$ cat src/rtl/ysyx_22041071_axi_r_burst.sv
// AXI4 read master: single narrow reads (right-aligned, zero-extended) or
// INCR line refills assembled into one buffer; one transaction in flight.
module ysyx_22041071_axi_r_burst #(
  parameter int DATA_W     = 64,
  parameter int ADDR_W     = 64,
  parameter int ID_W       = 4,
  parameter int LINE_BEATS = 4
) (
  input  logic                         clk,
  input  logic                         reset_n,
  input  logic                         cpu_ar_valid,
  output logic                         cpu_ar_ready,
  input  logic [ADDR_W-1:0]            cpu_addr,
  input  logic [2:0]                   cpu_size,
  input  logic                         cpu_line,
  input  logic [ID_W-1:0]              cpu_id,
  output logic                         cpu_r_valid,
  output logic [DATA_W-1:0]            cpu_r_data,
  output logic [DATA_W*LINE_BEATS-1:0] cpu_r_line,
  output logic [1:0]                   cpu_r_resp,
  output logic                         axi_ar_valid_o,
  input  logic                         axi_ar_ready_i,
  output logic [ID_W-1:0]              axi_ar_id_o,
  output logic [ADDR_W-1:0]            axi_ar_addr_o,
  output logic [7:0]                   axi_ar_len_o,
  output logic [2:0]                   axi_ar_size_o,
  output logic [1:0]                   axi_ar_burst_o,
  output logic                         axi_r_ready_o,
  input  logic                         axi_r_valid_i,
  input  logic [1:0]                   axi_r_resp_i,
  input  logic [DATA_W-1:0]            axi_r_data_i,
  input  logic                         axi_r_last_i,
  input  logic [ID_W-1:0]              axi_r_id_i
);
  localparam int BYTES   = DATA_W / 8;
  localparam int OFF_W   = $clog2(BYTES);
  localparam int LINE_SH = $clog2(BYTES * LINE_BEATS);
  localparam int IDX_W   = $clog2(LINE_BEATS);
  localparam int CNT_W   = IDX_W + 1;

  typedef enum logic [1:0] {IDLE, ADDR, DATA, DONE} state_t;

  state_t                      state_q, state_d;
  logic                        ar_ready_q, ar_ready_d;
  logic                        ar_valid_q, ar_valid_d;
  logic                        r_ready_q, r_ready_d;
  logic                        r_valid_q, r_valid_d;
  logic [ADDR_W-1:0]           addr_q, addr_d;
  logic [7:0]                  len_q, len_d;
  logic [2:0]                  size_q, size_d;
  logic                        line_q, line_d;
  logic [ID_W-1:0]             id_q, id_d;
  logic [OFF_W-1:0]            off_q, off_d;
  logic [CNT_W-1:0]            cnt_q, cnt_d;
  logic [1:0]                  acc_q, acc_d;
  logic [DATA_W-1:0]           data_q, data_d;
  logic [DATA_W*LINE_BEATS-1:0] buf_q, buf_d;
  logic [1:0]                  resp_q, resp_d;

  logic                        beat_hit;
  logic                        counted;
  logic [DATA_W-1:0]           shifted;
  logic [DATA_W-1:0]           mask;
  logic [10:0]                 mask_bits;
  logic [1:0]                  resp_max;

  always_comb begin
    state_d   = state_q;
    addr_d    = addr_q;
    len_d     = len_q;
    size_d    = size_q;
    line_d    = line_q;
    id_d      = id_q;
    off_d     = off_q;
    cnt_d     = cnt_q;
    acc_d     = acc_q;
    data_d    = data_q;
    buf_d     = buf_q;
    resp_d    = resp_q;
    counted   = 1'b0;
    beat_hit  = r_ready_q && axi_r_valid_i && (axi_r_id_i == id_q);
    shifted   = axi_r_data_i >> {off_q, 3'b000};
    mask_bits = 11'd8 << size_q;
    mask      = ~({DATA_W{1'b1}} << mask_bits);
    resp_max  = (axi_r_resp_i > acc_q) ? axi_r_resp_i : acc_q;

    case (state_q)
      IDLE: begin
        if (cpu_ar_valid && ar_ready_q) begin
          line_d = cpu_line;
          id_d   = cpu_id;
          off_d  = cpu_addr[OFF_W-1:0];
          cnt_d  = '0;
          acc_d  = 2'b00;
          if (cpu_line) begin
            addr_d = cpu_addr & ~((ADDR_W'(1) << LINE_SH) - ADDR_W'(1));
            len_d  = 8'(LINE_BEATS - 1);
            size_d = 3'(OFF_W);
          end else begin
            addr_d = cpu_addr & ~((ADDR_W'(1) << OFF_W) - ADDR_W'(1));
            len_d  = 8'd0;
            size_d = (cpu_size > 3'(OFF_W)) ? 3'(OFF_W) : cpu_size;
          end
          state_d = ADDR;
        end
      end
      ADDR: begin
        if (ar_valid_q && axi_ar_ready_i) state_d = DATA;
      end
      DATA: begin
        if (beat_hit) begin
          if (line_q) begin
            // Extra beats past the line end are dropped; counter saturates.
            if (cnt_q < CNT_W'(LINE_BEATS)) begin
              buf_d[DATA_W*int'(cnt_q[IDX_W-1:0]) +: DATA_W] = axi_r_data_i;
              cnt_d   = cnt_q + CNT_W'(1);
              counted = 1'b1;
            end
          end else begin
            data_d  = shifted & mask;
            counted = 1'b1;
          end
          if (counted) acc_d = resp_max;
          if (axi_r_last_i) begin
            resp_d  = (line_q && cnt_d != CNT_W'(LINE_BEATS)) ? 2'b10 : acc_d;
            state_d = DONE;
          end
        end
      end
      default: state_d = IDLE;
    endcase

    ar_ready_d = (state_d == IDLE);
    ar_valid_d = (state_d == ADDR);
    r_ready_d  = (state_d == DATA);
    r_valid_d  = (state_d == DONE);
  end

  always_ff @(posedge clk or negedge reset_n) begin
    if (!reset_n) begin
      state_q    <= IDLE;
      ar_ready_q <= 1'b0;
      ar_valid_q <= 1'b0;
      r_ready_q  <= 1'b0;
      r_valid_q  <= 1'b0;
      addr_q     <= '0;
      len_q      <= '0;
      size_q     <= '0;
      line_q     <= 1'b0;
      id_q       <= '0;
      off_q      <= '0;
      cnt_q      <= '0;
      acc_q      <= '0;
      data_q     <= '0;
      buf_q      <= '0;
      resp_q     <= '0;
    end else begin
      state_q    <= state_d;
      ar_ready_q <= ar_ready_d;
      ar_valid_q <= ar_valid_d;
      r_ready_q  <= r_ready_d;
      r_valid_q  <= r_valid_d;
      addr_q     <= addr_d;
      len_q      <= len_d;
      size_q     <= size_d;
      line_q     <= line_d;
      id_q       <= id_d;
      off_q      <= off_d;
      cnt_q      <= cnt_d;
      acc_q      <= acc_d;
      data_q     <= data_d;
      buf_q      <= buf_d;
      resp_q     <= resp_d;
    end
  end

  assign cpu_ar_ready   = ar_ready_q;
  assign cpu_r_valid    = r_valid_q;
  assign cpu_r_data     = data_q;
  assign cpu_r_line     = buf_q;
  assign cpu_r_resp     = resp_q;
  assign axi_ar_valid_o = ar_valid_q;
  assign axi_ar_id_o    = id_q;
  assign axi_ar_addr_o  = addr_q;
  assign axi_ar_len_o   = len_q;
  assign axi_ar_size_o  = size_q;
  assign axi_ar_burst_o = 2'b01;
  assign axi_r_ready_o  = r_ready_q;
endmodule

$ cat config.mk
export PLATFORM = sky130hd
export DESIGN_NAME = ysyx_22041071_axi_r_burst
export DESIGN_NICKNAME = d
export VERILOG_FILES = /design/src/rtl/ysyx_22041071_axi_r_burst.sv
export SDC_FILE = /design/constraint.sdc
export NUM_CORES = 1
export LEC_CHECK = 0
export ABC_AREA = 1
export BUFFER_PORTS_ARGS = -buffer_cell sky130_fd_sc_hd__buf_4
export CORE_AREA = 2 2 216 218
export CTS_CLUSTER_DIAMETER = 200
export DETAILED_ROUTE_END_ITERATION = 8
export DIE_AREA = 0 0 218 220
export PLACE_DENSITY = 0.7
export SYNTH_ARGS = -nofsm -noshare
export SYNTH_HDL_FRONTEND = slang
export SYNTH_SLANG_ARGS = --single-unit
export TNS_END_PERCENT = 5
$ cat constraint.sdc
create_clock -name clk -period 3.8 [get_ports clk]
set_input_delay 0.95 -clock clk [delete_from_list [all_inputs] [get_ports clk]]
set_output_delay 0.95 -clock clk [all_outputs]
set_load 0.02 [all_outputs]
==> summary.md, run 1 <==
| Metric | Value |
|---|---|
| Buf+Inv Stages, Crit Path | 2 |
| Cells on worst reg2reg path | 7 |
| Overall power | 0.0169 W |
| R2R Path Start | cnt_q[1] |
| RSZ-0062 raised after global routing | no |
| Number of diodes | 0 |
| All-Layer GR Usage | 33.8% |
| DPL Wire Length | 58400 microns |
| Vias/cell | 5.59 |
| Largest net degree at the start of global routing | 260 |
| Cts bufs inserted | 46 |
| H-tree depth | 2 |
| Top Layer Used | met5 |
| DR pass1 iterations | 6 |
| EDFF count, synth | 0 |
| Row count | 79 |
| Pins Over Slew Limit | 0 |
| Setup TNS | 0 ns |
| Sink Count | 405 |
| Post-Synthesis Cells | 2746 |
| #FFs+latches synth | 405 |
| Starting Density | 44.4% |
| Synth Flop Type | dfrtp_1 |
| Fin nets | 3312 |
| CP endpoint kind | flip-flop |
| Synth top area cells | dfrtp_1, nand2_1, nand4_1, nor2_1, nand3_1 |
| Via count | 21.2k |
| GPL Wtd Cong | 0.952 |
| Initial DRC count | 2830 |
| First-pass GRT wire length | 123000 microns |
| Routed wire length | 82700 microns |
| Most instantiated cells after synthesis | nand2_1, dfrtp_1, nor2_1 |
| Hold Path Class | input port to asynchronous set/reset pin |
| I/O pin count | 555 |
| Synth cell types | 27 |
| Min Tclk post-route | 2.86 ns |
| ANT nets after route | 0 |
| Met1 wire length | 31300 microns |
| Root Buffer | clkbuf_16 |
| Setup crit end | cpu_r_line[128] |
| DRC | 0 |
| Core area | 0.0459 sq mm |
| Fmax | 350 MHz |
| CP top delay family | simple AND/OR/NAND/NOR gates |
| Hold_ws | 0.325 ns |
| Post-CTS Setup Bufs | 0 |
| Met2 WL | 38700 microns |
| Yosys top cell area share | 49.7% |
| Worst Path Arrival | 3.40 ns |
| Met3 WL | 8270 microns |
| Port bufs | 543 |
| Layout cells sized above 1 | 21.4% |
| CP max-delay cell | nand2_2 |
| RR Endpoint | cpu_r_line[128] |
| Synth Area per Inst | 7.42 sq um |
| Antenna violations before repair | 2 |
| Leakage | 14.8 nW |
| P per Cell Area | 645 mW/mm^2 |
| Layout Skew | 0.0365 ns |
| Die area | 0.0480 sq mm |
| Worst-Margin Slew | 1.31 ns |
| Die Wd | 218 microns |
| Final period utilization | 75.2% |
| WL per Instance | 21.8 microns |
| Seq/Total Area, Yosys | 49.7% |
| CTS tree | built |
| Area Overhead vs Synth | 28.2% |
| Final setup viols | 0 |
| Clk_lat worst skew | 0.62 ns |
| Layout Utilization | 57.0% |
| CTS-repair resized insts | 0 |
| Worst Path Max Fanout | 43 |
| Max incr delay on CP | 0.69 ns |
| Die Height | 220 microns |
| Most numerous cell in the Yosys netlist | nand2_1 |
| Max cap viols | 0 |
| Crit. Startpoint | cnt_q[1] |
| Post-Syn Area | 0.0204 sq mm |
| Number of global-route vias before repair | 19.8k |
| Buffers from clock root to sink, at most | 3 |
| Crit path kind | flip-flop to flip-flop |
| Clk pin slew, worst setup/hold paths | 0.06 ns |
| Fin. Hold Viols | 0 |
| Status | complete, no violations |
| CTS Hold Bufs | 0 |
| Grt total ovfl | 0 |
| Asr flop ratio synth | 100% |
| Ys Warns | 0 |
| Crit path depth | 7 |
| Peak supply drop | 0.780 mV |
| Startpoint Class | flip-flop |
| Yosys top cell by area | dfrtp_1 |
| Reg2reg setup slack | 0.94 ns |
| CP Cell Sequence | inv_1 > ha_2 > nand2_2 > buf_4 > nor3_1 > nand4_1 > nand2_1 |
| Rel. slew slack | 12.5% |
| Req. time, crit path | 4.34 ns |
[cell families (layout without fill, tap and decap cells)]
family	after synthesis	in the layout	synth area share [%]
AO/OA/AOI/OAI	70	70	1.84
adder cells (fa/ha/maj)	9	9	0.552
other	2	11	0.0368
buffers and inverters	342	777	7.60
AND/OR/NAND/NOR	1918	1918	40.3
flip-flops	405	405	49.7
[sequential cells by signal (all words and copies together) (netlist names)]
signal and cells:
acc_q 2, axi_ar_addr_o 61, axi_ar_id_o 4, axi_ar_len_o 1, axi_ar_size_o 3, axi_ar_valid_o 1
axi_r_ready_o 1, cnt_q 3, cpu_ar_ready 1, cpu_r_data 64, cpu_r_line 256, cpu_r_resp 2
cpu_r_valid 1, off_q 3, state_q 2
[cells in the final DEF, fill, tap and decap left out, types with 10 or more instances in the layout]
master / n
o21ai_0: 29
conb_1: 11
nor3_1: 65
nand3_1: 138
nand2_1: 1177
inv_1: 103
nor2_1: 266
buf_12: 10
dfrtp_1: 403
nand4_1: 257
a21oi_1: 31
clkbuf_16: 46
clkbuf_1: 12
buf_4: 573
[layer usage]
metal / vias up / global-route usage, %
li1: 9648 / -
met1: 10100 / 43.2
met2: 1223 / 53.7
met3: 206 / 7.83
met4: 4 / 17.2
met5: - / 0
[report_power, final]
part | internal, W | switching (W)
Sequential | 0.00477 | 0.000392
Clock | 0.00265 | 0.00190
Combinational | 0.00179 | 0.00536
[worst min path at each step]
| stage | start | endpoint | slack (ns) | depth (start not counted) |
|---|---|---|---|---|
| after CTS | reset_n | cpu_r_line[27] | 0.36 | 1 |
| after detailed placement | axi_ar_addr_o[12] | axi_ar_addr_o[12] | 0.46 | 2 |
| after global placement | axi_ar_addr_o[45] | axi_ar_addr_o[45] | 0.46 | 2 |
| after floorplan | acc_q[1] | acc_q[1] | 0.49 | 2 |
| final | reset_n | cpu_r_line[140] | 0.32 | 1 |
| after global routing | reset_n | cpu_r_line[14] | 0.39 | 1 |
[area by class of cell]
| cell class | instances | area, sq um |
|---|---|---|
| Clock inverter | 18 | 221 |
| Inverter | 110 | 413 |
| Multi-Input combinational cell | 2008 | 8790 |
| Clock buffer | 65 | 1290 |
| Tap cell | 607 | 759 |
| Fill cell | 4346 | 19700 |
| Timing Repair Buffer | 584 | 4520 |
| Sequential cell | 405 | 10100 |
[through the flow]
step           setup WS (ns)  area (sq um)  instances
2_1_floorplan           1.73         20400       2755
3_3_place_gp           0.838         24600       3714
3_5_place_dp           0.778         24600       3714
4_1_cts                0.941         26100       3797
5_1_grt                0.759         26100       3797
6_report               0.944         26100       3797
(Power assumes the default switching activity.)
==> run 2: changes to the inputs <==
--- a/config.mk
+++ b/config.mk
@@ -11,7 +11,7 @@
 export CTS_CLUSTER_DIAMETER = 200
 export DETAILED_ROUTE_END_ITERATION = 8
 export DIE_AREA = 0 0 218 220
-export PLACE_DENSITY = 0.7
+export PLACE_DENSITY = 0.72
 export SYNTH_ARGS = -nofsm -noshare
 export SYNTH_HDL_FRONTEND = slang
 export SYNTH_SLANG_ARGS = --single-unit
==> constraint.sdc (replaced) <==
create_clock -name clk -period 2.5 [get_ports clk]
set_input_delay 0.625 -clock clk [delete_from_list [all_inputs] [get_ports clk]]
set_output_delay 0.625 -clock clk [all_outputs]
set_load 0.02 [all_outputs]
==> run 2 against run 1 <==
Global-route usage fell by 0.091 points; first-iteration DRC count is 2.6% lower; register-to-register slack worse by 0.63 ns; total power up 53%; via count rose by 0.49%; sequential cell count is the same; sequential power up 50%; fmax up 30%.
==> summary.md, run 2 (synthesized netlist as in run 1, its figures left out) <==
| Metric | Value |
|---|---|
| First-pass GRT wire length | 123000 microns |
| Largest net degree at the start of global routing | 104 |
| Footprint of the multi-input gates | 0.00879 sq mm |
| Buffers from clock root to sink, at most | 3 |
| Worst-Margin Slew | 0.864 ns |
| Most common cell after layout, fill and taps aside | nand2_1 |
| Overall power | 0.0258 W |
| Number of global-route vias before repair | 19.9k |
| Dpl ws | 0.254 ns |
| Final setup viols | 0 |
| Met2 WL | 38100 microns |
| Net Sw Power | 0.0115 W |
| Most frequent cells in the layout | nand2_1, buf_4, dfrtp_1, nor2_1, nand4_1 |
| Clk_lat worst skew | 0.59 ns |
| Port bufs | 543 |
| Worst Path Max Fanout | 64 |
| I/O pin count | 555 |
| Grt total ovfl | 0 |
| Setup ws final | 0.311 ns |
| Total internal power | 0.0142 W |
| Final period utilization | 87.6% |
| Req. time, crit path | 2.97 ns |
| Initial DRC count | 2756 |
| Max cap viols | 0 |
| Starting Density | 44.4% |
| Layout Utilization | 57.6% |
| Leakage | 15.0 nW |
| All-Layer GR Usage | 33.7% |
| CP endpoint kind | flip-flop |
| Die Wd | 218 microns |
| Setup TNS | 0 ns |
| Worst Path Arrival | 2.66 ns |
| Max reg flops | 256 |
| Cts bufs inserted | 45 |
| Top Layer Used | met5 |
| Final std cells w/o fill | 3808 |
| Met3 WL | 8410 microns |
| Sequential Power Share | 30.2% |
| Sw Ratio | 44.7% |
| Routed wire length | 82200 microns |
| Layout Skew | 0.0397 ns |
| CTS-repair resized insts | 0 |
| Min Tclk post-route | 2.19 ns |
| Clk pin slew, worst setup/hold paths | 0.06 ns |
| Row count | 79 |
| Antenna violations before repair | 1 |
| Fmax | 457 MHz |
| WL per Instance | 21.6 microns |
| Die Height | 220 microns |
| Core area | 0.0459 sq mm |
| Rel. slew slack | 42.4% |
| Pins Over Slew Limit | 0 |
| Die area | 0.0480 sq mm |
| P per Cell Area | 975 mW/mm^2 |
| Met1 wire length | 30300 microns |
| Peak supply drop | 1.36 mV |
| Startpoint Class | flip-flop |
| DR pass1 iterations | 6 |
| GPL Wtd Cong | 0.964 |
| Fin nets | 3325 |
| Hold Path Class | input port to flip-flop |
| Number of diodes | 0 |
| Vias/cell | 5.60 |
| Status | complete, no violations |
| RSZ-0062 raised after global routing | no |
| Area Overhead vs Synth | 29.7% |
| Clock Power Share | 26.1% |
| Sink Count | 405 |
| DRC | 0 |
| ANT nets after route | 0 |
| Via count | 21.3k |
| Root Buffer | clkbuf_16 |
| CTS tree | built |
| H-tree depth | 2 |
| Crit path kind | flip-flop to flip-flop |
| Comb pwr share | 43.7% |
| DPL Wire Length | 58900 microns |
| FILL cells | 4220 |
| FF+latch area | 0.0101 sq mm |
| Fin. Hold Viols | 0 |
| Layout cells sized above 1 | 21.8% |
| Dpl cells | 3727 |
-- run 2: cell types whose count changed in the layout (fill, tap and decap cells not counted), sizes merged --
cell | before | now
buf | 584 | 597
clkbuf | 65 | 69
clkinv | 9 | 5
bufinv | 4 | 2
clkinvlp | 2 | 1
dlygate4sd3 | 0 | 1
-- run 2: stage by stage --
stage / hold WS, ns / instance area (sq um)
after floorplan: 0.329 / 20400
after global placement: 0.456 / 24900
after detailed placement: 0.463 / 24900
after CTS: 0.210 / 26400
after global routing: 0.228 / 26400
final: 0.230 / 26400
-- run 2: power groups by stage --
| stage | Clock (W) | Sequential, W | Combinational [W] |
|---|---|---|---|
| 2_1_floorplan | 0 | 0.00850 | 0.00615 |
| 3_3_place_gp | 0 | 0.00784 | 0.0109 |
| 3_5_place_dp | 0 | 0.00785 | 0.0110 |
| 4_1_cts | 0.00681 | 0.00777 | 0.0110 |
| 5_1_grt | 0.00712 | 0.00786 | 0.0121 |
| 6_report | 0.00674 | 0.00778 | 0.0113 |
-- run 2: critical path, stage by stage (launching register included) --
cell and delay [ns]:
dfrtp_2 0.41, inv_1 0.20, ha_2 0.36, nand2_2 0.08, buf_4 0.57, nor3_1 0.17
nand4_1 0.14, nand2_1 0.05
-- run 2: what timing repair did --
action,CTS,global route
endpoints found under the setup margin,0,0
buffers inserted,0,0
hold buffers,1,0
endpoints found under the hold margin,36,0
-- run 2: layer usage --
metal  vias to the layer above  track usage, %
li1                       9665               -
met1                     10100            42.0
met4                         2            19.4
met3                       245            8.06
met2                      1327            53.6
met5                         -               0
-- run 2: cell type report --
type                       count  area share [%]
clock buffer                  69            5.17
clock inverter                11           0.464
inverter                     110            1.56
multi-input combinational   2008            33.3
sequential                   405            38.3
tap                          607            2.87
timing repair buffer         598            18.3
-- run 2: final timing paths --
| path | from | end | slack, ns | depth (start not counted) |
|---|---|---|---|---|
| max | cnt_q[0] | cpu_r_line[153] | 0.31 | 7 |
| min | cpu_addr[21] | axi_ar_addr_o[21] | 0.23 | 3 |
| max reg2reg | cnt_q[0] | cpu_r_line[153] | 0.31 | 7 |
| min reg2reg | axi_ar_addr_o[27] | axi_ar_addr_o[27] | 0.48 | 2 |
| max in group asynchronous | reset_n | cpu_r_line[212] | 1.05 | 3 |
| min in group asynchronous | reset_n | cpu_r_line[14] | 0.57 | 2 |
==> run 3: changes to the inputs <==
--- a/config.mk
+++ b/config.mk
@@ -12,6 +12,7 @@
 export DETAILED_ROUTE_END_ITERATION = 8
 export DIE_AREA = 0 0 218 220
 export PLACE_DENSITY = 0.72
+export RECOVER_POWER = 50
 export SYNTH_ARGS = -nofsm -noshare
 export SYNTH_HDL_FRONTEND = slang
 export SYNTH_SLANG_ARGS = --single-unit
==> run 3 against run 2 <==
Critical path depth unchanged; setup slack got worse by 0.0050 ns; core utilization decreased by 1.4 points; worst hold slack about the same; combinational power about the same; wire length about the same.
==> summary.md, run 3 (synthesized netlist as in run 1, its figures left out) <==
| Metric | Value |
|---|---|
| I/O pin count | 555 |
| DRC | 0 |
| Die area | 0.0480 sq mm |
| FILL cells | 4377 |
| Clock Power Share | 26.4% |
| Worst Path Arrival | 2.67 ns |
| Routed wire length | 82300 microns |
| Layout cells sized above 1 | 16.7% |
| Sequential Power Share | 30.5% |
| Leakage | 14.3 nW |
| Core area | 0.0459 sq mm |
| H-tree depth | 2 |
| Sink Count | 405 |
| Most common cell after layout, fill and taps aside | nand2_1 |
| Startpoint Class | flip-flop |
| P per Cell Area | 989 mW/mm^2 |
| Layout Skew | 0.0388 ns |
| Final setup viols | 0 |
| Fin. Hold Viols | 0 |
| Dpl cells | 3727 |
| Clk_lat worst skew | 0.59 ns |
| Net Sw Power | 0.0115 W |
| Busiest grt layer | met2 |
| RSZ-0062 raised after global routing | no |
| Largest net degree at the start of global routing | 104 |
| Hold EP | axi_ar_addr_o[21] |
| Initial DRC count | 2507 |
| Pins Over Slew Limit | 0 |
| Sw Ratio | 45.0% |
| Min Tclk post-route | 2.19 ns |
| Hold depth | 3 |
| Fin nets | 3325 |
| Hold Path Class | input port to flip-flop |
| All-Layer GR Usage | 33.7% |
| Footprint of the multi-input gates | 0.00879 sq mm |
| Via count | 21.2k |
| Final period utilization | 87.8% |
| Rel. slew slack | 24.5% |
| Starting Density | 44.4% |
| Min-Delay Startpoint | cpu_addr[21] |
| Grt total ovfl | 0 |
| Number of global-route vias before repair | 19.9k |
| Met1 usage | 42.0% |
| Worst Path Max Fanout | 64 |
| Cts bufs inserted | 45 |
| Overall power | 0.0255 W |
| ANT nets after route | 0 |
| Clk pin slew, worst setup/hold paths | 0.06 ns |
| DR pass1 iterations | 6 |
| Antenna violations before repair | 1 |
| RR Endpoint | cpu_r_line[153] |
| Crit path kind | flip-flop to flip-flop |
| Vias/cell | 5.58 |
| Port bufs | 543 |
| Fmax | 456 MHz |
| Comb pwr share | 43.2% |
| Worst-Margin Slew | 1.13 ns |
| Setup TNS | 0 ns |
| Die Height | 220 microns |
| Max cap viols | 0 |
| Buffers from clock root to sink, at most | 3 |
| Final std cells w/o fill | 3808 |
| First-pass GRT wire length | 123000 microns |
| Met2 Track Usage GR | 53.6% |
| Layout Utilization | 56.2% |
| FF+latch area | 0.0101 sq mm |
| GPL Wtd Cong | 0.964 |
| Total internal power | 0.0140 W |
| Peak supply drop | 1.35 mV |
| DPL Wire Length | 58900 microns |
| Row count | 79 |
| R2R Path Start | cnt_q[0] |
| CTS-repair resized insts | 0 |
| Status | complete, no violations |
| CP endpoint kind | flip-flop |
| Root Buffer | clkbuf_16 |
| GRT met3 Usage | 8.06% |
| Die Wd | 218 microns |
| Number of diodes | 0 |
| Area Overhead vs Synth | 26.5% |
| Max reg flops | 256 |
| Most frequent cells in the layout | nand2_1, dfrtp_1, buf_4, nor2_1, nand4_1 |
| CTS tree | built |
| Req. time, crit path | 2.98 ns |
| WL per Instance | 21.6 microns |
| Reg2reg setup slack | 0.31 ns |
| Cells on worst reg2reg path | 7 |
-- run 3: changes by cell type in the layout (fill, tap and decap cells not counted), sizes merged --
| cell | before | now |
|---|---|---|
| buf | 597 | 430 |
| clkbuf | 69 | 236 |
-- run 3: repair_timing --
item | 4_1_cts | 5_1_grt
hold buffers | 1 | 0
endpoints found under the hold margin | 36 | 0
buffers inserted | 0 | 0
-- run 3: worst max path at each step --
| stage | depth (start not counted) | end | from | slack (ns) |
|---|---|---|---|---|
| 5_1_grt | 3 | cpu_r_line[209] | reset_n | 0.17 |
| 6_report | 7 | cpu_r_line[153] | cnt_q[0] | 0.31 |
| 2_1_floorplan | 8 | cpu_r_line[100] | cnt_q[0] | 0.70 |
| 3_5_place_dp | 10 | cpu_r_line[75] | axi_r_id_i[3] | 0.25 |
| 4_1_cts | 7 | cpu_r_line[153] | cnt_q[0] | 0.37 |
| 3_3_place_gp | 11 | cpu_r_line[75] | axi_r_id_i[2] | 0.28 |
-- run 3: layout make-up --
type,instances,area share (%)
sequential,405,39.3
multi-input combinational,2008,34.1
timing repair buffer,598,16.3
clock buffer,69,5.30
tap,607,2.95
inverter,110,1.60
clock inverter,11,0.476
-- run 3: critical path, cell delays in order, from the launching register on --
cell     delay (ns)
dfrtp_2        0.41
inv_1          0.20
ha_2           0.36
nand2_2        0.08
buf_4          0.57
nor3_1         0.18
nand4_1        0.14
nand2_1        0.05
-- run 3: power groups by stage --
stage / Combinational [W] / Sequential (W) / Clock (W)
global placement: 0.0109 / 0.00784 / 0
detailed placement: 0.0110 / 0.00785 / 0
CTS: 0.0110 / 0.00777 / 0.00681
floorplan: 0.00615 / 0.00850 / 0
finish: 0.0110 / 0.00777 / 0.00673
global route: 0.0118 / 0.00785 / 0.00712
-- run 3: metrics by stage --
stage	worst slack (ns)	instance area, sq um	hold slack (ns)
CTS	0.369	26400	0.210
global route	0.174	25800	0.228
finish	0.306	25800	0.230
global placement	0.281	24900	0.456
floorplan	0.697	20400	0.329
detailed placement	0.254	24900	0.463
-- run 3: per-layer routing --
layer	wire length (microns)	share of wire [%]
met5	11	0.013
met4	5450	6.6
met3	8440	10
met2	37900	46
met1	30400	37
